File: src/rtl/euler_pkg.sv
// euler_pkg: shared state encoding, ASCII constants and BCD sizing helper for result printers.
package euler_pkg;
  typedef enum logic [2:0] {IDLE, CONV, SKIP, EMIT, TERM, DONE} state_t;
  localparam logic [7:0] ASCII_ZERO = 8'h30;
  localparam logic [7:0] ASCII_LF = 8'h0A;
  function automatic int digits_for(input int width);
    longint unsigned lim;
    longint unsigned p;
    int d;
    lim = (64'd1 << width) - 64'd1;
    p = 64'd10;
    d = 1;
    for (int i = 0; i < 19; i++)
      if (p <= lim) begin
        p = p * 64'd10;
        d++;
      end
    return d;
  endfunction
endpackage

File: src/rtl/bin2bcd_iter.sv
// bin2bcd_iter: iterative double-dabble, one bit per clock after start.
module bin2bcd_iter #(
  parameter int Width = 32,
  parameter int Digits = 10
) (
  input  logic                  clk,
  input  logic                  rst_n,
  input  logic                  start,
  input  logic [Width-1:0]      bin,
  output logic [4*Digits-1:0]   bcd,
  output logic                  done
);
  localparam int CW = $clog2(Width + 1);
  logic [4*Digits-1:0] bcd_q, bcd_d, adj;
  logic [Width-1:0] shift_q, shift_d;
  logic [CW-1:0] cnt_q, cnt_d;
  logic busy_q, busy_d;
  // done marks the edge that performs the final step; bcd is complete right after it
  assign done = busy_q && (cnt_q == CW'(Width - 1));
  assign bcd = bcd_q;
  always_comb begin
    adj = bcd_q;
    for (int i = 0; i < Digits; i++)
      adj[4*i +: 4] = (bcd_q[4*i +: 4] >= 4'd5) ? bcd_q[4*i +: 4] + 4'd3 : bcd_q[4*i +: 4];
    bcd_d = start ? '0 : busy_q ? {adj[4*Digits-2:0], shift_q[Width-1]} : bcd_q;
    shift_d = start ? bin : busy_q ? shift_q << 1 : shift_q;
    cnt_d = start ? '0 : busy_q ? cnt_q + 1'b1 : cnt_q;
    busy_d = start || (busy_q && !done);
  end
  always_ff @(posedge clk or negedge rst_n)
    if (!rst_n) begin
      bcd_q <= '0;
      shift_q <= '0;
      cnt_q <= '0;
      busy_q <= 1'b0;
    end else begin
      bcd_q <= bcd_d;
      shift_q <= shift_d;
      cnt_q <= cnt_d;
      busy_q <= busy_d;
    end
endmodule

File: src/rtl/euler_result_printer.sv
// euler_result_printer: on IsEnd, converts Sum to decimal and streams ASCII digits plus a terminator.
module euler_result_printer
  import euler_pkg::*;
#(
  parameter int Width = 32,
  parameter int Digits = digits_for(Width),
  parameter logic [7:0] Term = ASCII_LF
) (
  input  logic             CLK,
  input  logic             Init,
  input  logic             IsEnd,
  input  logic [Width-1:0] Sum,
  output logic [7:0]       Data,
  output logic             Valid,
  input  logic             Ready,
  output logic             Busy,
  output logic             Done
);
  localparam int IW = $clog2(Digits);
  state_t state_q, state_d;
  logic [IW-1:0] idx_q, idx_d, idx_m1;
  logic [7:0] data_q, data_d;
  logic valid_q, valid_d, busy_q, busy_d, done_q, done_d;
  logic start, conv_done;
  logic [4*Digits-1:0] bcd;
  logic [3:0] cur_digit, nxt_digit;
  bin2bcd_iter #(.Width(Width), .Digits(Digits)) u_conv (
    .clk(CLK), .rst_n(Init), .start(start), .bin(Sum), .bcd(bcd), .done(conv_done)
  );
  assign idx_m1 = idx_q - 1'b1;
  assign cur_digit = bcd[{idx_q, 2'b00} +: 4];
  assign nxt_digit = bcd[{idx_m1, 2'b00} +: 4];
  always_comb begin
    state_d = state_q;
    idx_d = idx_q;
    data_d = data_q;
    valid_d = valid_q;
    busy_d = busy_q;
    done_d = done_q;
    start = 1'b0;
    case (state_q)
      IDLE: if (IsEnd) begin
        start = 1'b1;
        busy_d = 1'b1;
        state_d = CONV;
      end
      CONV: if (conv_done) begin
        idx_d = IW'(Digits - 1);
        state_d = SKIP;
      end
      SKIP: if (cur_digit == 4'd0 && idx_q != '0) idx_d = idx_m1;
      else begin
        data_d = ASCII_ZERO | {4'b0, cur_digit};
        valid_d = 1'b1;
        state_d = EMIT;
      end
      EMIT: if (Ready) begin
        idx_d = (idx_q != '0) ? idx_m1 : idx_q;
        data_d = (idx_q != '0) ? (ASCII_ZERO | {4'b0, nxt_digit}) : Term;
        state_d = (idx_q != '0) ? EMIT : TERM;
      end
      TERM: if (Ready) begin
        valid_d = 1'b0;
        data_d = '0;
        busy_d = 1'b0;
        done_d = 1'b1;
        state_d = DONE;
      end
      default: state_d = state_q;
    endcase
  end
  always_ff @(posedge CLK or negedge Init)
    if (!Init) begin
      state_q <= IDLE;
      idx_q <= '0;
      data_q <= '0;
      valid_q <= 1'b0;
      busy_q <= 1'b0;
      done_q <= 1'b0;
    end else begin
      state_q <= state_d;
      idx_q <= idx_d;
      data_q <= data_d;
      valid_q <= valid_d;
      busy_q <= busy_d;
      done_q <= done_d;
    end
  assign Data = data_q;
  assign Valid = valid_q;
  assign Busy = busy_q;
  assign Done = done_q;
endmodule

File: config.mk
export PLATFORM = sky130hd
export DESIGN_NAME = euler_result_printer
export DESIGN_NICKNAME = d
export VERILOG_FILES = /design/src/rtl/euler_pkg.sv /design/src/rtl/bin2bcd_iter.sv /design/src/rtl/euler_result_printer.sv
export SDC_FILE = /design/constraint.sdc
export NUM_CORES = 1
export LEC_CHECK = 0
export CAP_MARGIN = 20
export CORE_MARGIN = 2
export CORE_UTILIZATION = 45
export CTS_CLUSTER_SIZE = 24
export DETAILED_ROUTE_END_ITERATION = 8
export PLACE_DENSITY = 0.77
export SKIP_LAST_GASP = 1
export SYNTH_ARGS = -nofsm -noshare
export SYNTH_HDL_FRONTEND = slang
export SYNTH_HIERARCHICAL = 1
export SYNTH_SLANG_ARGS = --single-unit
File: constraint.sdc
create_clock -name CLK -period 2.81 [get_ports CLK]
set_clock_uncertainty 0.15 [all_clocks]
set_input_delay 0.843 -clock CLK [delete_from_list [all_inputs] [get_ports CLK]]
set_output_delay 0.843 -clock CLK [all_outputs]
set_load 0.005 [all_outputs]
# ---- Word-level counts from Yosys, hierarchy flattened
# Index checks and enable logic that the tools add are counted.
dict set report totals {
  regBits 97
  in_bits 36
  output_inout_bits 11
  elab_cells 106
}
dict set report classes {
  n_addsub 12
  magnitude_cmp 10
  eq_ne 12
  shifts 2
  muxes 40
  reduce_logical 20
}
# op n
set op_table {}
lappend op_table {{$mux 40} 2}
lappend op_table {{$shiftx 40x7->4} 2}
lappend op_table {{$mux 32} 2}
lappend op_table {{$mux 4} 13}
lappend op_table {{$ge 4x3->1 const B} 10}
lappend op_table {{$add 4x2->4 const B} 9}
lappend op_table {{$mux 8} 3}
lappend op_table {{$pmux 8 s3} 1}
lappend op_table {{$mux 3} 7}
lappend op_table {{$mux 6} 3}
lappend op_table {{$pmux 3 s5} 1}
lappend op_table {{$ne 2x2->1 const B} 6}
lappend op_table {{$pmux 4 s3} 1}
lappend op_table {{$add 6x1->6 const B} 1}
lappend op_table {{$eq 3x2->1 const B} 2}
lappend op_table {{$eq 6x5->1 const B} 1}
lappend op_table {{$reduce_and 3->1} 2}
lappend op_table {{$reduce_and 6->1} 1}
lappend op_table {{$reduce_bool 2->1} 3}
lappend op_table {{$reduce_bool 3->1} 2}
lappend op_table {{$mux 1} 5}
lappend op_table {{$reduce_and 5->1} 1}
lappend op_table {{$reduce_bool 5->1} 1}
lappend op_table {{$logic_not 4->1} 1}
lappend op_table {{other kinds (13)} 16}

# ---- Longest topological paths before layout
dict set report logic_depth {
  word_depth 5
  ltp_mapped 11
  mapped_depth_nobuf 11
}

# ---- Hierarchy
# Netlist, hierarchy kept.
# mod n_inst cells_each area_each_um2 seq_area_each_um2
set by_module_without_submodules {}
lappend by_module_without_submodules {bin2bcd_iter 1 458 4360.4 1976.9}
lappend by_module_without_submodules {euler_result_printer 1 197 1744.2 375.4}

# ---- Worst setup path after synthesis
# Ideal clock, no wire load.
dict set report synth_path {
  kind {reg-to-reg}
  from {register idx_q[0]}
  to {register data_q[2], in the netlist Data[2]}
  setup_time_ns 0.127
  t_arrival_ns 2.719
  required_time_ns 2.533
  slack_ns -0.186
  stages_incl_launch_ff 12
  path_buffers 4
  period_less_slack_ns 2.996
  path_cell_list {dfrtp_1 buf_6 buf_2 buf_2 inv_1 ha_1 clkbuf_1 mux4_2 nand2_1 a21oi_1 o32a_1 mux2_1}
}
dict set report synth_via {
  elab_chain_cells 5
  elab_cells_between_ends 12
  cone_classes {1 x add/sub; 1 x eq/ne; 2 x shift; 4 x mux; 4 x reduce/logical}
}
# item line_no
set synth_lines {}
lappend synth_lines {{from (decl)} euler_result_printer.sv:21} ;# logic [IW-1:0] idx_q, idx_d, idx_m1;
lappend synth_lines {{from (signal assigned)} euler_result_printer.sv:82} ;# idx_q <= idx_d;
lappend synth_lines {{$sub 4x1->4 or $shiftx 40x7->4 (tied branches)} {euler_result_printer.sv:30, euler_result_printer.sv:31}}
lappend synth_lines {{$shiftx 40x7->4 or $logic_not 4->1 (tied branches)} {euler_result_printer.sv:32, euler_result_printer.sv:51}}
lappend synth_lines {{$mux 6 or $logic_and 1x1->1 (tied branches)} {euler_result_printer.sv:59, euler_result_printer.sv:51}}
lappend synth_lines {{$mux 8 or $ne 2x2->1 (tied branches)} -}
lappend synth_lines {{$pmux 8 s3 or $reduce_and 4->1 (tied branches)} -}
lappend synth_lines {{to (signal assigned)} euler_result_printer.sv:83} ;# data_q <= data_d;
lappend synth_lines {{to (decl)} euler_result_printer.sv:22} ;# logic [7:0] data_q, data_d;
# Parallel ways exist; a longest one is shown, timed or not. The select of a mux whose other input is x is not followed.
# A chain may end at the register's enable or synchronous reset.

# ---- Worst setup path in the final report
dict set report layout_path {
  from {register idx_q[0]}
  to {register data_q[3], in the netlist Data[3]}
}
# Same word-level chain as after synthesis.

==> summary.txt <==
Final layout
  • Share of cells above drive strength 1: 11.33%
  • Finished Core Util: 53.43%
  • Fin cells: 873
  • Layout area overhead: 15.90%
  • N_diodes: 0
  • Fin area: 0.007076 mm^2
  • Final nets: 752

Setup path
  • Crit path required time: 2.90 ns
  • CP max-delay cell: dfrtp_1
  • Worst Path Buf+Inv: 3
  • CP Class: reg -> reg
  • CP Capture Type: register
  • CP Launch Type: register
  • Crit-path cells: buf_4 -> inv_1 -> buf_4 -> ha_1 -> nand2b_1 -> nand2_1 -> mux2i_1 -> nor3_1 -> a41o_1 -> mux2_1
  • Worst path max stage delay: 0.44 ns
  • Worst-path maximum fanout: 13
  • CP arrival: 2.79 ns
  • CP most frequent cell: buf_4
  • CP top delay family: multiplexers

Global routing
  • Initial antenna violation count: 0
  • Grt ovf: 0
  • Global-route wire length before repair: 23740 um
  • Pin count of the biggest net entering global routing: 53
  • Number of global-route vias before repair: 4964
  • GRT Total Usage: 20.32%

Power
  • P_leak: 2.806 nW
  • VDD IR max: 0.4111 mV
  • PD cells: 364.2 mW/mm^2
  • Design Power: 2.577 mW

Clock network
  • Maximum buffer depth of the clock tree: 2
  • Worst-Skew Late Latency: 0.36 ns
  • Clk slew on worst S/H paths: 0.06 ns
  • Root buf cell: clkbuf_16
  • CTS Hold Bufs: 0
  • H-tree Lvls: 3
  • TritonCTS clock tree: built
  • Sink Count: 94
  • CTS Buf Count: 9

Drt
  • Total Wirelength: 14130 um
  • Wirelength per Cell: 16.19 um
  • Vias/cell: 5.889
  • DR vias: 5141
  • DRC Markers: 0
  • DRT Pass-1 Iters: 5
  • DRT iter0 DRCs: 457
  • Antenna-violating nets left: 0

Floorplanning
  • Ports: 47
  • FP Rows: 42
  • Die area: 0.01451 mm^2
  • Initial Util: 46.10%
  • Die width: 120.5 um
  • Height of the chip: 120.5 um
  • Core ar.: 0.01324 mm^2

Placed design
  • Port-buffer cells: 44
  • DP Area: 0.006783 mm^2
  • DP Cell Count: 857
  • Place WS: 0.09598 ns
  • GP Congestion: 0.9343
  • HPWL after detailed placement: 10100 um

Logic synthesis
  • Unique masters post-synth: 62
  • Yosys warns: 6
  • Async SR Flop Fraction: 100.0%
  • Sequential share of the synthesized area: 38.53%
  • Synthesis-stage register bit count: 94
  • EDFF count, synth: 0
  • Post-synth top flop: dfrtp_1
  • Avg Cell Area, Syn: 9.320 um^2
  • Synth Cell Area: 0.006105 mm^2
  • Post-Syn Instances: 655

STA
  • Setup ws final: 0.1128 ns
  • Hold_ws: 0.3027 ns
  • Worst Tran Pin Value: 0.5976 ns
  • Hold Vio Cnt, Final: 0
  • Max_slew headroom: 60.16%
  • Max Slew Vio Count: 0
  • TNS Setup: 0 ns
  • Fin crit share: 95.98%
  • Tmin final: 2.697 ns
  • Setup violations, final: 0
  • Fmax: 0.3708 GHz

Min path
  • Hold Path Class: in -> async

Run status
  • Status: finished clean

Flow run
  • Max-cap viol count: 0
[where the power goes]
group / internal [mW] / switching, mW / total (mW)
Combinational: 0.0459 / 0.0352 / 0.0812
Sequential: 1.35 / 0 / 1.35
Clock: 0.600 / 0.543 / 1.14
[path summary, 6_finish.rpt]
check,startpoint,to,slack [ns],cells after the start
min reg2reg,Done$_DFFE_PN0P_,Done$_DFFE_PN0P_,0.32,1
min in group CLK,Done$_DFFE_PN0P_,Done$_DFFE_PN0P_,0.32,1
max,idx_q[0]$_DFFE_PN0P_,Data[3]$_DFFE_PN0P_,0.11,10
max reg2reg,idx_q[0]$_DFFE_PN0P_,Data[3]$_DFFE_PN0P_,0.11,10
max in group asynchronous,Init,u_conv/shift_q[24]$_DFFE_PN0P_,1.53,2
min,Init,Data[2]$_DFFE_PN0P_,0.30,1
[state kept, by name, summed over array words and instances (netlist names)]
| name | count |
|---|---|
| idx_q | 4 |
| Busy | 1 |
| Done | 1 |
| u_conv/busy_q | 1 |
| u_conv/shift_q | 32 |
| state_q | 3 |
| u_conv/bcd | 40 |
| u_conv/cnt_q | 6 |
| Data | 5 |
| Valid | 1 |
[worst reg2reg max path: cells and delay by family, from the launching register on]
| family | cells | cell delay [ns] |
|---|---|---|
| flops | 1 | 0.44 |
| buf+inv | 3 | 0.50 |
| mux | 2 | 0.55 |
| compound gates | 1 | 0.22 |
| simple gates | 3 | 0.46 |
| fa+ha+maj | 1 | 0.27 |
[layout by cell type (no fill, tap or decap), types with 9 or more instances in the layout]
cell             instances
or3_1                   10
mux4_2                  10
xor2_1                  10
dfrtp_1                 91
mux2i_1                 54
a21oi_1                 42
nand2_1                 63
clkbuf_16                9
nand2b_1                19
o21ai_0                 63
clkdlybuf4s50_1         43
ha_1                    22
nor2_1                  29
nand3_1                 22
a31oi_1                 10
buf_4                   26
o31ai_1                 10
inv_1                   34
[final cells by class]
cell class	count	area, um^2
clock buffer	9	225.2
clock inverter	6	47.55
fill	1185	6167
inverter	35	131.4
multi-input combinational	481	3407
sequential	94	2359
tap	176	220.2
timing repair buffer	72	685.7
[cell families after synthesis]
family / count (synthesis) / synth area share, %
buffers and inverters: 81 / 5.964
AOI/OAI and AO/OA: 180 / 18.71
DFF: 94 / 38.53
and+or+nand+nor: 191 / 16.13
adders and majority gates: 23 / 4.714
xor gates and xnor gates: 13 / 1.865
muxes: 72 / 14.02
other: 1 / 0.06143
[cell usage after synthesis (all sizes together), types with 10 or more instances]
cell    number  share of area [%]
or3         10                1.0
inv         35                2.2
mux4        10                3.7
mux2i       54                8.9
nand3       22                1.8
ha          23                4.7
nor2        30                1.8
nand2       63                3.9
xor2        10                1.4
o31ai       11                1.4
a31oi       11                1.4
o21ai       67                5.6
clkbuf      15               0.92
a21oi       42                3.4
nand2b      20                2.2
buf         31                2.9
dfrtp       94                 39
[per-layer routing]
metal	vias up	global-route usage (%)	part of all wire, %
li1	2436	-	-
met1	2479	25.95	43
met2	191	32.98	48
met3	35	5.283	6.2
met4	0	8.067	2.8
met5	-	0	0
[what timing repair did]
item | 4_1_cts | 5_1_grt
hold endpoints to repair | 0 | 0
setup endpoints to repair | 0 | 8
resized for setup | 0 | 5
buffers inserted | 0 | 1
(Power assumes the default switching activity.)
